===== src/rtl/tiro_uc.sv =====
// tiro_uc: control unit for the shot datapath.
// On every game tick it sweeps all shot slots, moving each loaded shot one
// step in its direction or retiring it when it already sits on the border.
// It then services a pending fire request by copying the ship position
// into the first free slot, or reports the shot as lost when all are full.
// The slot counter, memories and adder live in the datapath; this block
// only sequences them and reads back their status flags.

module tiro_uc #(
    parameter int N_SLOTS = 16
) (
    input  logic       clock,
    input  logic       reset,
    input  logic       tick,
    input  logic       atirar,
    input  logic       loaded,
    input  logic [1:0] opcode,
    input  logic       x_borda_min,
    input  logic       x_borda_max,
    input  logic       y_borda_min,
    input  logic       y_borda_max,
    input  logic       rco_contador,
    output logic       conta_contador,
    output logic       reset_cont,
    output logic [1:0] select_mux_pos,
    output logic       select_mux_coor,
    output logic       select_soma_sub,
    output logic       enable_mem_aste,
    output logic       enable_mem_load,
    output logic       new_load,
    output logic       pronto,
    output logic       tiro_perdido,
    output logic [3:0] db_estado
);

    // Sweep length is set by the datapath counter (rco_contador); the
    // parameter only documents the slot count the counter must match.
    logic unused_n_slots;
    assign unused_n_slots = (N_SLOTS == 16);

    typedef enum logic [3:0] {
        LIMPA_ZERA = 4'd0,
        LIMPA      = 4'd1,
        ESPERA     = 4'd2,
        ZERA       = 4'd3,
        AVALIA     = 4'd4,
        MOVE       = 4'd5,
        DESCARREGA = 4'd6,
        PROXIMO    = 4'd7,
        ZERA_B     = 4'd8,
        BUSCA      = 4'd9,
        CARREGA    = 4'd10,
        PERDIDO    = 4'd11,
        FIM        = 4'd12
    } state_t;

    // Shot direction codes as stored in the position memory.
    localparam logic [1:0] OP_Y_DEC = 2'b00;
    localparam logic [1:0] OP_X_INC = 2'b01;
    localparam logic [1:0] OP_Y_INC = 2'b10;
    localparam logic [1:0] OP_X_DEC = 2'b11;

    // Position mux selections.
    localparam logic [1:0] POS_KEEP = 2'b00;
    localparam logic [1:0] POS_X    = 2'b01;
    localparam logic [1:0] POS_Y    = 2'b10;
    localparam logic [1:0] POS_SHIP = 2'b11;

    state_t     state_q, state_d;
    logic       pendente_q, pendente_d;

    logic       reset_cont_q, reset_cont_d;
    logic [1:0] mux_pos_q, mux_pos_d;
    logic       mux_coor_q, mux_coor_d;
    logic       soma_sub_q, soma_sub_d;
    logic       en_aste_q, en_aste_d;
    logic       en_load_q, en_load_d;
    logic       new_load_q, new_load_d;
    logic       pronto_q, pronto_d;
    logic       perdido_q, perdido_d;

    logic       na_borda;

    // The addressed shot already touches the border it is heading towards.
    always_comb begin
        na_borda = 1'b0;
        case (opcode)
            OP_Y_DEC: na_borda = y_borda_min;
            OP_X_INC: na_borda = x_borda_max;
            OP_Y_INC: na_borda = y_borda_max;
            OP_X_DEC: na_borda = x_borda_min;
            default:  na_borda = 1'b0;
        endcase
    end

    // Next-state selection.
    always_comb begin
        state_d = state_q;
        case (state_q)
            LIMPA_ZERA: state_d = LIMPA;
            LIMPA: begin
                if (rco_contador) begin
                    state_d = ESPERA;
                end
            end
            ESPERA: begin
                // A tick wins; a fire request that came with it is served
                // once the sweep is over.
                if (tick) begin
                    state_d = ZERA;
                end else if (pendente_q) begin
                    state_d = ZERA_B;
                end
            end
            ZERA: state_d = AVALIA;
            AVALIA: begin
                if (!loaded) begin
                    state_d = PROXIMO;
                end else if (na_borda) begin
                    state_d = DESCARREGA;
                end else begin
                    state_d = MOVE;
                end
            end
            MOVE:       state_d = PROXIMO;
            DESCARREGA: state_d = PROXIMO;
            PROXIMO: begin
                if (rco_contador) begin
                    state_d = pendente_q ? ZERA_B : FIM;
                end else begin
                    state_d = AVALIA;
                end
            end
            ZERA_B: state_d = BUSCA;
            BUSCA: begin
                if (!loaded) begin
                    state_d = CARREGA;
                end else if (rco_contador) begin
                    state_d = PERDIDO;
                end
            end
            CARREGA: state_d = FIM;
            PERDIDO: state_d = FIM;
            FIM:     state_d = ESPERA;
            default: state_d = LIMPA_ZERA;
        endcase
    end

    // Fire requests are remembered in any state and collapse into one; the
    // flag drops when the request is finally served or dropped. A new
    // request in that same cycle is kept for the next service.
    always_comb begin
        pendente_d = atirar |
                     (pendente_q & (state_d != CARREGA) & (state_d != PERDIDO));
    end

    // Moore outputs for the state being entered, so they are registered and
    // line up with db_estado. MOVE uses the opcode seen in AVALIA, which is
    // the same slot because the counter does not advance between the two.
    always_comb begin
        reset_cont_d = 1'b0;
        mux_pos_d    = POS_KEEP;
        mux_coor_d   = 1'b0;
        soma_sub_d   = 1'b0;
        en_aste_d    = 1'b0;
        en_load_d    = 1'b0;
        new_load_d   = 1'b0;
        pronto_d     = 1'b0;
        perdido_d    = 1'b0;
        case (state_d)
            LIMPA_ZERA, ZERA, ZERA_B: reset_cont_d = 1'b1;
            LIMPA, DESCARREGA: begin
                en_load_d  = 1'b1;
                new_load_d = 1'b0;
            end
            MOVE: begin
                en_aste_d = 1'b1;
                case (opcode)
                    OP_Y_DEC: begin
                        mux_coor_d = 1'b1;
                        soma_sub_d = 1'b1;
                        mux_pos_d  = POS_Y;
                    end
                    OP_X_INC: begin
                        mux_coor_d = 1'b0;
                        soma_sub_d = 1'b0;
                        mux_pos_d  = POS_X;
                    end
                    OP_Y_INC: begin
                        mux_coor_d = 1'b1;
                        soma_sub_d = 1'b0;
                        mux_pos_d  = POS_Y;
                    end
                    default: begin
                        mux_coor_d = 1'b0;
                        soma_sub_d = 1'b1;
                        mux_pos_d  = POS_X;
                    end
                endcase
            end
            CARREGA: begin
                mux_pos_d  = POS_SHIP;
                en_aste_d  = 1'b1;
                en_load_d  = 1'b1;
                new_load_d = 1'b1;
            end
            PERDIDO: perdido_d = 1'b1;
            FIM:     pronto_d  = 1'b1;
            default: ;
        endcase
    end

    // State, pending-fire flag and registered outputs.
    always_ff @(posedge clock or posedge reset) begin
        if (reset) begin
            state_q      <= LIMPA_ZERA;
            pendente_q   <= 1'b0;
            reset_cont_q <= 1'b0;
            mux_pos_q    <= POS_KEEP;
            mux_coor_q   <= 1'b0;
            soma_sub_q   <= 1'b0;
            en_aste_q    <= 1'b0;
            en_load_q    <= 1'b0;
            new_load_q   <= 1'b0;
            pronto_q     <= 1'b0;
            perdido_q    <= 1'b0;
        end else begin
            state_q      <= state_d;
            pendente_q   <= pendente_d;
            reset_cont_q <= reset_cont_d;
            mux_pos_q    <= mux_pos_d;
            mux_coor_q   <= mux_coor_d;
            soma_sub_q   <= soma_sub_d;
            en_aste_q    <= en_aste_d;
            en_load_q    <= en_load_d;
            new_load_q   <= new_load_d;
            pronto_q     <= pronto_d;
            perdido_q    <= perdido_d;
        end
    end

    // Counter advance has to react to the slot just read, so it stays
    // combinational: step through LIMPA and PROXIMO until the last slot,
    // and keep searching in BUSCA while the addressed slot is occupied.
    always_comb begin
        conta_contador = 1'b0;
        case (state_q)
            LIMPA:   conta_contador = !rco_contador;
            PROXIMO: conta_contador = !rco_contador;
            BUSCA:   conta_contador = loaded & !rco_contador;
            default: conta_contador = 1'b0;
        endcase
    end

    assign reset_cont      = reset_cont_q;
    assign select_mux_pos  = mux_pos_q;
    assign select_mux_coor = mux_coor_q;
    assign select_soma_sub = soma_sub_q;
    assign enable_mem_aste = en_aste_q;
    assign enable_mem_load = en_load_q;
    assign new_load        = new_load_q;
    assign pronto          = pronto_q;
    assign tiro_perdido    = perdido_q;
    assign db_estado       = state_q;

endmodule

===== config.mk =====
export PLATFORM = sky130hd
export DESIGN_NAME = tiro_uc
export DESIGN_NICKNAME = d
export VERILOG_FILES = /design/src/rtl/tiro_uc.sv
export SDC_FILE = /design/constraint.sdc
export NUM_CORES = 1
export LEC_CHECK = 0
export BUFFER_PORTS_ARGS = -buffer_cell sky130_fd_sc_hd__buf_2
export CAP_MARGIN = 20
export CORE_ASPECT_RATIO = 1.4
export CORE_UTILIZATION = 25
export CTS_BUF_LIST = sky130_fd_sc_hd__clkbuf_8 sky130_fd_sc_hd__clkbuf_16
export CTS_CLUSTER_DIAMETER = 120
export DETAILED_ROUTE_END_ITERATION = 12
export REMOVE_ABC_BUFFERS = 1
export SETUP_SLACK_MARGIN = 0.1
export SLEW_MARGIN = 15
export SYNTH_ARGS = -nofsm -noshare
export SYNTH_HDL_FRONTEND = slang
export SYNTH_SLANG_ARGS = --single-unit
export TNS_END_PERCENT = 20

===== constraint.sdc =====
create_clock -name clock -period 3.7 [get_ports clock]
set_input_delay 0.37 -clock clock [delete_from_list [all_inputs] [get_ports clock]]
set_output_delay 0.37 -clock clock [all_outputs]
set_load 0.005 [all_outputs]

After elaboration in Yosys (flattened, before gate mapping)
Cells that the tools add are included.
- reductions and logical operators: 12
- bitwise gates (word level): 4
- equality and inequality tests: 25
- muxes and demuxes: 24
- operators with widths (operator ; count):
    one-hot mux 4 bit (11 select lines) ; 1
    equality test 4 bit, second input constant ; 9
    equality test 4 x 3 -> 1 bit, second input constant ; 6
    two-way mux 4 bit ; 6
    equality test 4 x 2 -> 1 bit, second input constant ; 3
    OR reduction 2 bit ; 6
    two-way mux 1 bit ; 10
    equality test 4 x 1 -> 1 bit, second input constant ; 2
    logical NOT 4 bit ; 2
    != test 4 bit, second input constant ; 2
    two-way mux 2 bit ; 3
    OR reduction 3 bit ; 2
    equality test 2 bit, second input constant ; 2
    one-hot mux 1 bit (4 select lines) ; 1
    one-hot mux 2 bit (2 select lines) ; 1
    AND 1 bit ; 3
    two-way mux 3 bit ; 1
    equality test 2 x 1 -> 1 bit, second input constant ; 1
    logical NOT 2 bit ; 1
    one-hot mux 1 bit (2 select lines) ; 1
    logical NOT 1 bit ; 1
    OR 1 bit ; 1
- output and inout bits: 15
- logic and storage cells: 76
- bits in registers: 15
- input port bits: 12

Logic depth before layout (Yosys ltp)
Gate-level depths: netlist of the first run.
- word-level depth: 9
- gate-level depth with buffers: 8
- depth with buffers taken out: 8

Worst setup path before layout of the first run
OpenSTA, ideal clock, no wires.
- path kind: input port to flip-flop
- from: in opcode[0]
- to: reg reset_cont_q (netlist: reset_cont)
- required time: 3.581 ns
- path slack: 1.989 ns
- stages: 7
- setup time: 0.119 ns
- buffers on the path: 0
- arrival time: 1.593 ns
- cell sequence: inv_1 -> ha_1 -> nor2b_1 -> a211o_1 -> a21oi_2 -> a211oi_1 -> o21ba_1
- word-level cells in the longest chain between the ends: 8
- elaborated cells on any way between the ends: 13
- those cells by class: eq/ne (5); mux (5); reduce/logical (3)
- ends and longest elaborated chain (what ; RTL line ; text):
    start: declaration ; 17 ; input logic [1:0] opcode,
    equality test 2 bit, or another cell as far along ; 87 ; case (opcode)
    one-hot mux 1 bit (4 select lines) * ; 87 ;
    two-way mux 2 bit * ; 119 ; end else if (na_borda) begin
    two-way mux 2 bit * ; 117 ; if (!loaded) begin
    one-hot mux 4 bit (11 select lines) * ; 99 ; case (state_q)
    equality test 4 x 2 -> 1 bit, or another cell as far along ; 170 ; case (state_d)
    OR reduction 3 bit * ; 170 ;
    two-way mux 1 bit * ; 170 ;
    via reset_cont_d ; 72 ; logic reset_cont_q, reset_cont_d;
    end signal: assignment ; 230 ; reset_cont_q <= reset_cont_d;
    end: declaration ; 72 ;
Mark *: on every way through the listed nets, which the timed path passes. The rest lies on a longest branch.

Final worst setup path of the first run
- from: reg state_q[2] (netlist: db_estado[2])
- to: reg pendente_q
- word-level cells in the longest chain between the ends: 7
- elaborated cells on any way between the ends: 26
- those cells by class: eq/ne (14); mux (6); bitwise (3); reduce/logical (3)
- ends and longest elaborated chain (what ; RTL line ; text):
    start: declaration ; 69 ; state_t state_q, state_d;
    start signal: assignment ; 228 ; state_q <= state_d;
    equality test 4 bit / equality test 4 x 3 -> 1 bit (equally long branches) ; 99 ;
    OR reduction 2 bit (no source line) ; n/a ;
    one-hot mux 4 bit (11 select lines) * ; 99 ;
    via state_d[1] ; 69 ;
    != test 4 bit ; 154 ; (pendente_q & (state_d != CARREGA) & (state_d != PERDIDO));
    AND 1 bit ; 154 ;
    AND 1 bit * ; 154 ;
    OR 1 bit * ; 153 ; pendente_d = atirar |
    via pendente_d ; 70 ; logic pendente_q, pendente_d;
    end signal: assignment ; 229 ; pendente_q <= pendente_d;
    end: declaration ; 70 ;
Marked as above.

==> impl_metrics.env, run 1 <==
export IMPL_status="completed"
export IMPL_final_area_um2=1120
export IMPL_grt_antenna_before_repair=0
export IMPL_hold_class="in -> async"
export IMPL_insertion_delay_ns=0.25
export IMPL_synth_cells=90
export IMPL_initial_core_util_pct=26.7
export IMPL_grt_pass1_wl_um=3290
export IMPL_drive_above_1_share_pct=34.5
export IMPL_cts_tree="yes"
export IMPL_viasPerCell=4.85
export IMPL_path_class="reg -> reg"
export IMPL_hold_viol_final=0
export IMPL_timing_fmax_ghz=0.512
export IMPL_rsz0062_at_grt="false"
export IMPL_via_count=757
export IMPL_pin_count=27
export IMPL_seqCellArea_um2=375
export IMPL_setup_violations=0
export IMPL_grt_max_degree=16
export IMPL_dieArea_um2=3960
export IMPL_timing_setup_tns_ns=0
export IMPL_path_max_fanout=15
export IMPL_syn_area_um2=927
export IMPL_cts_htree_levels=1
export IMPL_p_leak_nw=0.566
export IMPL_power_uw=928
export IMPL_io_buffers=26
export IMPL_crit_chain="or4bb_1, a31oi_1, a311oi_2, inv_2, nand2_1, a21o_1"
export IMPL_crit_family="simple AND/OR/NAND/NOR gates"
export IMPL_dieHeight_um=74.1
export IMPL_die_x_um=53.5
export IMPL_synth_edf_count=0
export IMPL_slowest_stage="or4bb_1"
export IMPL_cts_setup_buffers=0
export IMPL_ant_nets=0
export IMPL_clock_path_buffers=2
export IMPL_use_met3_pct=2.04
export IMPL_diodes=0
export IMPL_syn_mean_instance_area_um2=10.3
export IMPL_fillers=360
export IMPL_post_route_drc_count=0
export IMPL_worst_slew_pin_slew_ns=0.564
export IMPL_drv_slew=0
export IMPL_yosysWarnings=0
export IMPL_ys_seq_area_share_pct=40.5
export IMPL_power_density_nw_per_um2=830
export IMPL_cts_sinks=15
export IMPL_drt_iter0_drc=12
export IMPL_worst_slack_ns=1.75
export IMPL_ir_drop_mv=0.487
export IMPL_avgRoutedWirePerCell_um=12.0
export IMPL_use_met2_pct=18.8
export IMPL_ys_flop_type="dfrtp_1"
export IMPL_nNetsFinal=133
export IMPL_grt_usage_pct=11.0
export IMPL_skew_ns=0.00245
export IMPL_period_share_pct=52.8
export IMPL_place_hpwl_um=1520
export IMPL_cts_resized=0
export IMPL_arrival_ns=2.10
export IMPL_dp_slack_ns=1.65
export IMPL_drt_pass1_iter_count=4
export IMPL_min_period_ns=1.95
export IMPL_gp_congestion=0.733
export IMPL_cts_buffers=3
export IMPL_dpl_cell_area_um2=1070
export IMPL_maxCapViolCount=0
export IMPL_routed_wl_um=1880
export IMPL_startpoint="db_estado[2]"
export IMPL_worstSetupStartpointType="register"
export IMPL_cp_slowest_stage_delay_ns=0.55
export IMPL_multi_input_area_um2=487
export IMPL_root_buffer="clkbuf_8"
export IMPL_area_delta_synth_final_pct=20.6
export IMPL_grt_busiest_layer="met2"
export IMPL_slew_headroom_pct=62.4
export IMPL_row_count=25
export IMPL_final_cell_mix="buf_2, dfrtp_1, nor2_1, inv_1"
export IMPL_rrSetupSlack_ns=1.75
export IMPL_async_reset_ff_share_pct=100
export IMPL_clkTransAtPathRegs_ns=0.06
export IMPL_ys_types=43
export IMPL_cp_required_ns=3.84
export IMPL_met1_usage_pct=13.6
export IMPL_critPathCaptureType="register"
export IMPL_core_um2=3470
export IMPL_first_global_vias=761
export IMPL_final_common_cell="buf_2"
export IMPL_cts_hold_buf=0
export IMPL_reg2reg_from="db_estado[2]"
export IMPL_crit_buf_inv=1
export IMPL_ys_ff_latch=15
export IMPL_grt_overflow=0
==> report_power, final <==
| part | internal, mW | switching [mW] |
|---|---|---|
| Clock | 0.0746 | 0.0567 |
| Combinational | 0.221 | 0.266 |
| Sequential | 0.224 | 0.0851 |
| Total | 0.520 | 0.408 |
==> final timing paths <==
check	cells past startpoint	endpoint
setup / recovery	6	pendente_q
min in group clock	2	pendente_q
setup reg to reg	6	pendente_q
hold / removal	2	select_mux_coor
hold reg to reg	1	pendente_q
max in group asynchronous	2	db_estado[0]
==> metal layers <==
metal	share of wire, %	vias up
li1	-	378
met3	5.5	2
met4	1.4	0
met1	44	355
met5	0	-
met2	49	22
==> cell type report <==
cell class / instances / area share (%)
well taps: 40 / 4.47
clock inverters: 1 / 0.447
repair buffers: 26 / 11.6
inverters: 8 / 2.68
flip-flops and latches: 15 / 33.6
clock buffers: 3 / 3.69
multi-input cells: 63 / 43.5
==> synthesized netlist by cell type (2+ instances only) <==
cell | count | area (µm²)
a211oi_1 | 2 | 15.0
a21o_1 | 2 | 15.0
a21oi_1 | 4 | 20.0
a22oi_1 | 2 | 15.0
and2_1 | 2 | 12.5
buf_6 | 2 | 22.5
dfrtp_1 | 15 | 375
ha_1 | 4 | 50.1
inv_1 | 7 | 26.3
nand2_1 | 4 | 15.0
nand2b_1 | 2 | 12.5
nand3b_1 | 2 | 15.0
nor2_1 | 8 | 30.0
nor2b_1 | 2 | 12.5
nor3_1 | 3 | 15.0
o21ai_0 | 2 | 10.0
==> state kept, by name, summed over array words and instances (netlist names) <==
signal,count
select_soma_sub,1
db_estado,4
reset_cont,1
enable_mem_load,1
select_mux_pos,2
pronto,1
enable_mem_aste,1
pendente_q,1
select_mux_coor,1
new_load,1
tiro_perdido,1
==> worst register-to-register path, delay by kind of cell, from the launching register on <==
kind | cells | cell delay [ns]
AO/OA/AOI/OAI | 3 | 0.51
buffers and inverters | 1 | 0.15
flip-flops | 1 | 0.54
AND/OR/NAND/NOR | 2 | 0.64
==> stage by stage <==
step	hold WS (ns)	cells	utilization, %
finish	0.165	156	32.2
CTS	0.176	156	32.2
floorplan	0.271	86	-
global route	0.227	156	32.2
global placement	0.434	152	30.9
detailed placement	0.437	152	30.9
==> kinds of logic after synthesis <==
logic type	after synthesis	share of synthesized area (%)
muxes	1	1.48
and+or+nand+nor	31	20.6
DFF	15	40.5
xor gates and xnor gates	2	2.70
AOI/OAI and AO/OA	25	22.3
adders and majority gates	4	5.40
buffers and inverters	12	7.02
Power figures use the tool's default switching activity.
==> run 2, diff against run 1 <==
Clock period 3.7 ns to 1.8 ns, I/O delays scaled along.
==> run 2 against run 1 <==
Fmax up 13%; cell area increased by 25%; clock power rose by 120%; sequential share of layout area fell by 6.6 points; die area is the same; largest power group unchanged; utilization increased by 8.0 points; highest routed layer unchanged; critical path depth is the same; critical endpoint is now reset_cont; routed wire length up 26%; clock skew is 0.0011 ns lower; non-clock buffer count rose by 21.
==> impl_metrics.env, run 2 (synthesized netlist as in run 1, its figures left out) <==
export IMPL_final_cell_mix="buf_2, buf_4, dfrtp_1, nor2_1, inv_1"
export IMPL_ff2ff_path_depth=6
export IMPL_dp_slack_ns=0.00634
export IMPL_area_delta_synth_final_pct=50.6
export IMPL_die_x_um=53.5
export IMPL_r2r_end="reset_cont"
export IMPL_cp_required_ns=1.95
export IMPL_power_mw=2.63
export IMPL_pin_count=27
export IMPL_critPathCaptureType="register"
export IMPL_grt_overflow=0
export IMPL_cts_htree_levels=1
export IMPL_io_buffers=26
export IMPL_ir_drop_mv=1.13
export IMPL_worst_slack_ns=0.0657
export IMPL_initial_core_util_pct=26.7
export IMPL_nNetsFinal=154
export IMPL_clkTransAtPathRegs_ns=0.06
export IMPL_rrSetupSlack_ns=0.07
export IMPL_rsz0062_at_grt="true"
export IMPL_place_hpwl_um=1740
export IMPL_cts_sinks=15
export IMPL_root_buffer="clkbuf_8"
export IMPL_path_max_fanout=5
export IMPL_reg2reg_from="db_estado[0]"
export IMPL_period_share_pct=96.3
export IMPL_cts_buffers=3
export IMPL_ant_nets=0
export IMPL_slew_headroom_pct=63.2
export IMPL_min_period_ns=1.73
export IMPL_setup_violations=0
export IMPL_gp_congestion=0.876
export IMPL_avgRoutedWirePerCell_um=13.4
export IMPL_hold_depth=2
export IMPL_power_density_nw_per_um2=1880
export IMPL_grt_pass1_wl_um=3960
export IMPL_row_count=25
export IMPL_via_count=873
export IMPL_diodes=0
export IMPL_hold_viol_final=0
export IMPL_dieHeight_um=74.1
export IMPL_drt_iter0_drc=13
export IMPL_drt_pass1_iter_count=4
export IMPL_grt_usage_pct=13.8
export IMPL_status="completed"
export IMPL_worst_slew_pin_slew_ns=0.552
export IMPL_p_leak_nw=0.690
export IMPL_final_common_cell="buf_2"
export IMPL_arrival_ns=1.88
export IMPL_dieArea_um2=3960
export IMPL_final_area_um2=1400
export IMPL_drive_above_1_share_pct=50.4
export IMPL_skew_ns=0.00133
export IMPL_viasPerCell=4.93
export IMPL_clock_path_buffers=2
export IMPL_first_global_vias=908
export IMPL_core_um2=3470
export IMPL_path_class="reg -> reg"
export IMPL_min_from="atirar"
export IMPL_holdWs_ns=0.106
export IMPL_dpl_cell_area_um2=1160
export IMPL_grt_antenna_before_repair=0
export IMPL_timing_fmax_ghz=0.577
export IMPL_worstSetupStartpointType="register"
export IMPL_cts_tree="yes"
export IMPL_hold_path_end="pendente_q"
export IMPL_post_route_drc_count=0
export IMPL_grt_max_degree=16
export IMPL_drv_slew=0
export IMPL_routed_wl_um=2370
export IMPL_hold_class="in -> reg"
export IMPL_largest_register_ffs=4
export IMPL_timing_setup_tns_ns=0
export IMPL_insertion_delay_ns=0.26
export IMPL_maxCapViolCount=0
-- run 2: worst max-delay path, cell delays in order, from the launching register on --
cell and delay, ns:
dfrtp_1 0.42, or4bb_4 0.56, a31oi_4 0.18, a311oi_4 0.09
inv_2 0.15, nor3_1 0.06, o21ba_1 0.16
-- run 2: timing repair --
action                     4_1_cts  5_1_grt
hold endpoints to repair        15        0
setup endpoints to repair        8       11
buffers inserted                 8        0
hold buffers                     1        0
gates resized for setup         15        4
pin swaps                       10        2
-- run 2: worst max path at each step --
stage,startpoint,end,slack [ns],cells after the start
floorplan,db_estado[2],pendente_q,0.02,6
global placement,opcode[0],enable_mem_load,0.02,7
detailed placement,db_estado[0],select_mux_pos[0],0.006,6
CTS,db_estado[2],select_mux_pos[0],0.07,6
global route,db_estado[2],reset_cont,-0.04,7
finish,db_estado[0],reset_cont,0.07,6
-- run 2: cell type report --
cell class / count / area (µm²)
clock buffers: 3 / 41.3
clock inverters: 1 / 5.00
fillers: 349 / 2080
inverters: 8 / 30.0
multi-input cells: 63 / 579
flip-flops and latches: 15 / 377
well taps: 40 / 50.0
repair buffers: 47 / 314
-- run 2: layer usage --
layer | up-vias | global-route usage (%) | routed length [µm]
li1 | 418 | - | -
met1 | 421 | 14.9 | 895
met3 | 5 | 1.64 | 132
met5 | - | 0 | 0
met4 | 0 | 7.02 | 50
met2 | 29 | 25.6 | 1290
-- run 2: power by group --
group	internal (mW)	switching, mW
clock	0.154	0.129
combinational	0.902	0.899
sequential	0.465	0.0785
-- run 2: through the flow --
stage | cells | util, %
after floorplan | 86 | -
final | 177 | 40.2
after global routing | 177 | 40.2
after global placement | 164 | 33.5
after CTS | 177 | 39.7
after detailed placement | 164 | 33.5
==> run 3, diff against run 2 <==
Clock period 1.8 ns to 2.2 ns, I/O delays scaled along.
==> run 3 against run 2 <==
Global-route usage fell by 2.3 points; cell area fell by 19%; first-iteration DRC count is the same; cell count down 11%; clock skew about the same; power fell by 40%; critical path type unchanged; sequential power shrank 7.2%; utilization fell by 7.6 points; clock-buffer cell count did not move; routed wire length shrank 19%; critical endpoint is now enable_mem_load; critical path depth unchanged.
==> impl_metrics.env, run 3 (synthesized netlist as in run 1, its figures left out) <==
export IMPL_hold_viol_final=0
export IMPL_row_count=25
export IMPL_rrSetupSlack_ns=0.25
export IMPL_power_mw=1.59
export IMPL_first_global_vias=769
export IMPL_io_buffers=26
export IMPL_maxCapViolCount=0
export IMPL_worst_slack_ns=0.254
export IMPL_setup_violations=0
export IMPL_worst_slew_pin_slew_ns=0.528
export IMPL_hold_class="in -> async"
export IMPL_cts_htree_levels=1
export IMPL_period_share_pct=88.4
export IMPL_grt_usage_pct=11.6
export IMPL_dp_slack_ns=0.256
export IMPL_path_depth=6
export IMPL_status="completed"
export IMPL_core_um2=3470
export IMPL_avgRoutedWirePerCell_um=12.1
export IMPL_ff2ff_path_depth=6
export IMPL_p_leak_nw=0.577
export IMPL_clkTransAtPathRegs_ns=0.05
export IMPL_rsz0062_at_grt="false"
export IMPL_cts_resized=0
export IMPL_place_hpwl_um=1570
export IMPL_power_density_nw_per_um2=1400
export IMPL_seqCellArea_um2=375
export IMPL_cp_required_ns=2.33
export IMPL_crit_family="simple AND/OR/NAND/NOR gates"
export IMPL_cts_sinks=15
export IMPL_drv_slew=0
export IMPL_reg2reg_from="db_estado[0]"
export IMPL_ir_drop_mv=0.691
export IMPL_insertion_delay_ns=0.24
export IMPL_fillers=360
export IMPL_nNetsFinal=135
export IMPL_crit_chain="or4bb_1, a31oi_1, a311oi_2, inv_2, nand4_4, o311ai_1"
export IMPL_gp_congestion=0.750
export IMPL_cts_setup_buffers=0
export IMPL_timing_fmax_ghz=0.514
export IMPL_grt_max_degree=16
export IMPL_die_x_um=53.5
export IMPL_viasPerCell=4.88
export IMPL_routed_wl_um=1910
export IMPL_final_util_pct=32.6
export IMPL_cp_slowest_stage_delay_ns=0.57
export IMPL_slew_headroom_pct=64.8
export IMPL_clock_path_buffers=2
export IMPL_path_max_fanout=13
export IMPL_cts_tree="yes"
export IMPL_multi_input_area_um2=487
export IMPL_arrival_ns=2.07
export IMPL_grt_pass1_wl_um=3280
export IMPL_root_buffer="clkbuf_8"
export IMPL_drt_iter0_drc=13
export IMPL_final_cell_mix="buf_2, dfrtp_1, nor2_1, inv_1"
export IMPL_holdWs_ns=0.00869
export IMPL_skew_ns=0.00119
export IMPL_crit_buf_inv=1
export IMPL_diodes=0
export IMPL_via_count=771
export IMPL_timing_setup_tns_ns=0
export IMPL_path_class="reg -> reg"
export IMPL_startpoint="db_estado[0]"
export IMPL_pin_count=27
export IMPL_dieArea_um2=3960
export IMPL_min_period_ns=1.95
export IMPL_slowest_stage="dfrtp_1"
export IMPL_critPathCaptureType="register"
export IMPL_dieHeight_um=74.1
export IMPL_grt_antenna_before_repair=0
export IMPL_post_route_drc_count=0
export IMPL_crit_path_end="enable_mem_load"
export IMPL_worstSetupStartpointType="register"
export IMPL_cts_hold_buf=0
export IMPL_r2r_end="enable_mem_load"
export IMPL_largest_register_ffs=4
export IMPL_initial_core_util_pct=26.7
export IMPL_drive_above_1_share_pct=34.7
export IMPL_drt_pass1_iter_count=4
export IMPL_final_common_cell="buf_2"
export IMPL_area_delta_synth_final_pct=22.1
export IMPL_grt_overflow=0
export IMPL_ant_nets=0
export IMPL_cts_buffers=3
run 3: cell count changes in the layout (fill, tap and decap cells not counted), moves of 2 or more:
cell | before | now
a211oi_1 | 0 | 2
a211oi_2 | 2 | 0
buf_6 | 3 | 0
buf_4 | 16 | 2
run 3: final cells by class:
type | count | area share (%)
Timing Repair Buffer | 28 | 12.8
Sequential cell | 15 | 33.1
Clock buffer | 3 | 3.65
Inverter | 8 | 2.65
Clock inverter | 1 | 0.331
Multi-Input combinational cell | 63 | 43.0
Tap cell | 40 | 4.42
run 3: worst min path at each step:
stage | start | to | cells after the start
2_1_floorplan | reset | db_estado[0] | 1
3_3_place_gp | reset | new_load | 2
3_5_place_dp | reset | new_load | 2
4_1_cts | reset | new_load | 2
5_1_grt | reset | new_load | 2
6_report | reset | new_load | 2
run 3: power breakdown:
group | internal, mW | switching (mW) | leakage, nW
Sequential | 0.378 | 0.127 | 0.193
Clock | 0.123 | 0.0831 | 0.0269
Combinational | 0.398 | 0.479 | 0.357
run 3: stage by stage:
| step | cells | area (µm²) |
|---|---|---|
| finish | 158 | 1130 |
| global route | 158 | 1130 |
| CTS | 158 | 1130 |
| detailed placement | 154 | 1090 |
| global placement | 154 | 1090 |
| floorplan | 86 | 892 |
run 3: worst reg2reg max path: stages (launching register included):
cell,delay [ns]
dfrtp_1,0.57
or4bb_1,0.53
a31oi_1,0.23
a311oi_2,0.10
inv_2,0.14
nand4_4,0.14
o311ai_1,0.12
run 3: routing by layer:
metal	wire length, µm	GRT usage [%]	up-vias
li1	-	-	378
met1	783	13.4	355
met2	941	18.2	30
met3	116	2.45	8
met4	67	8.77	0
met5	0	0	-
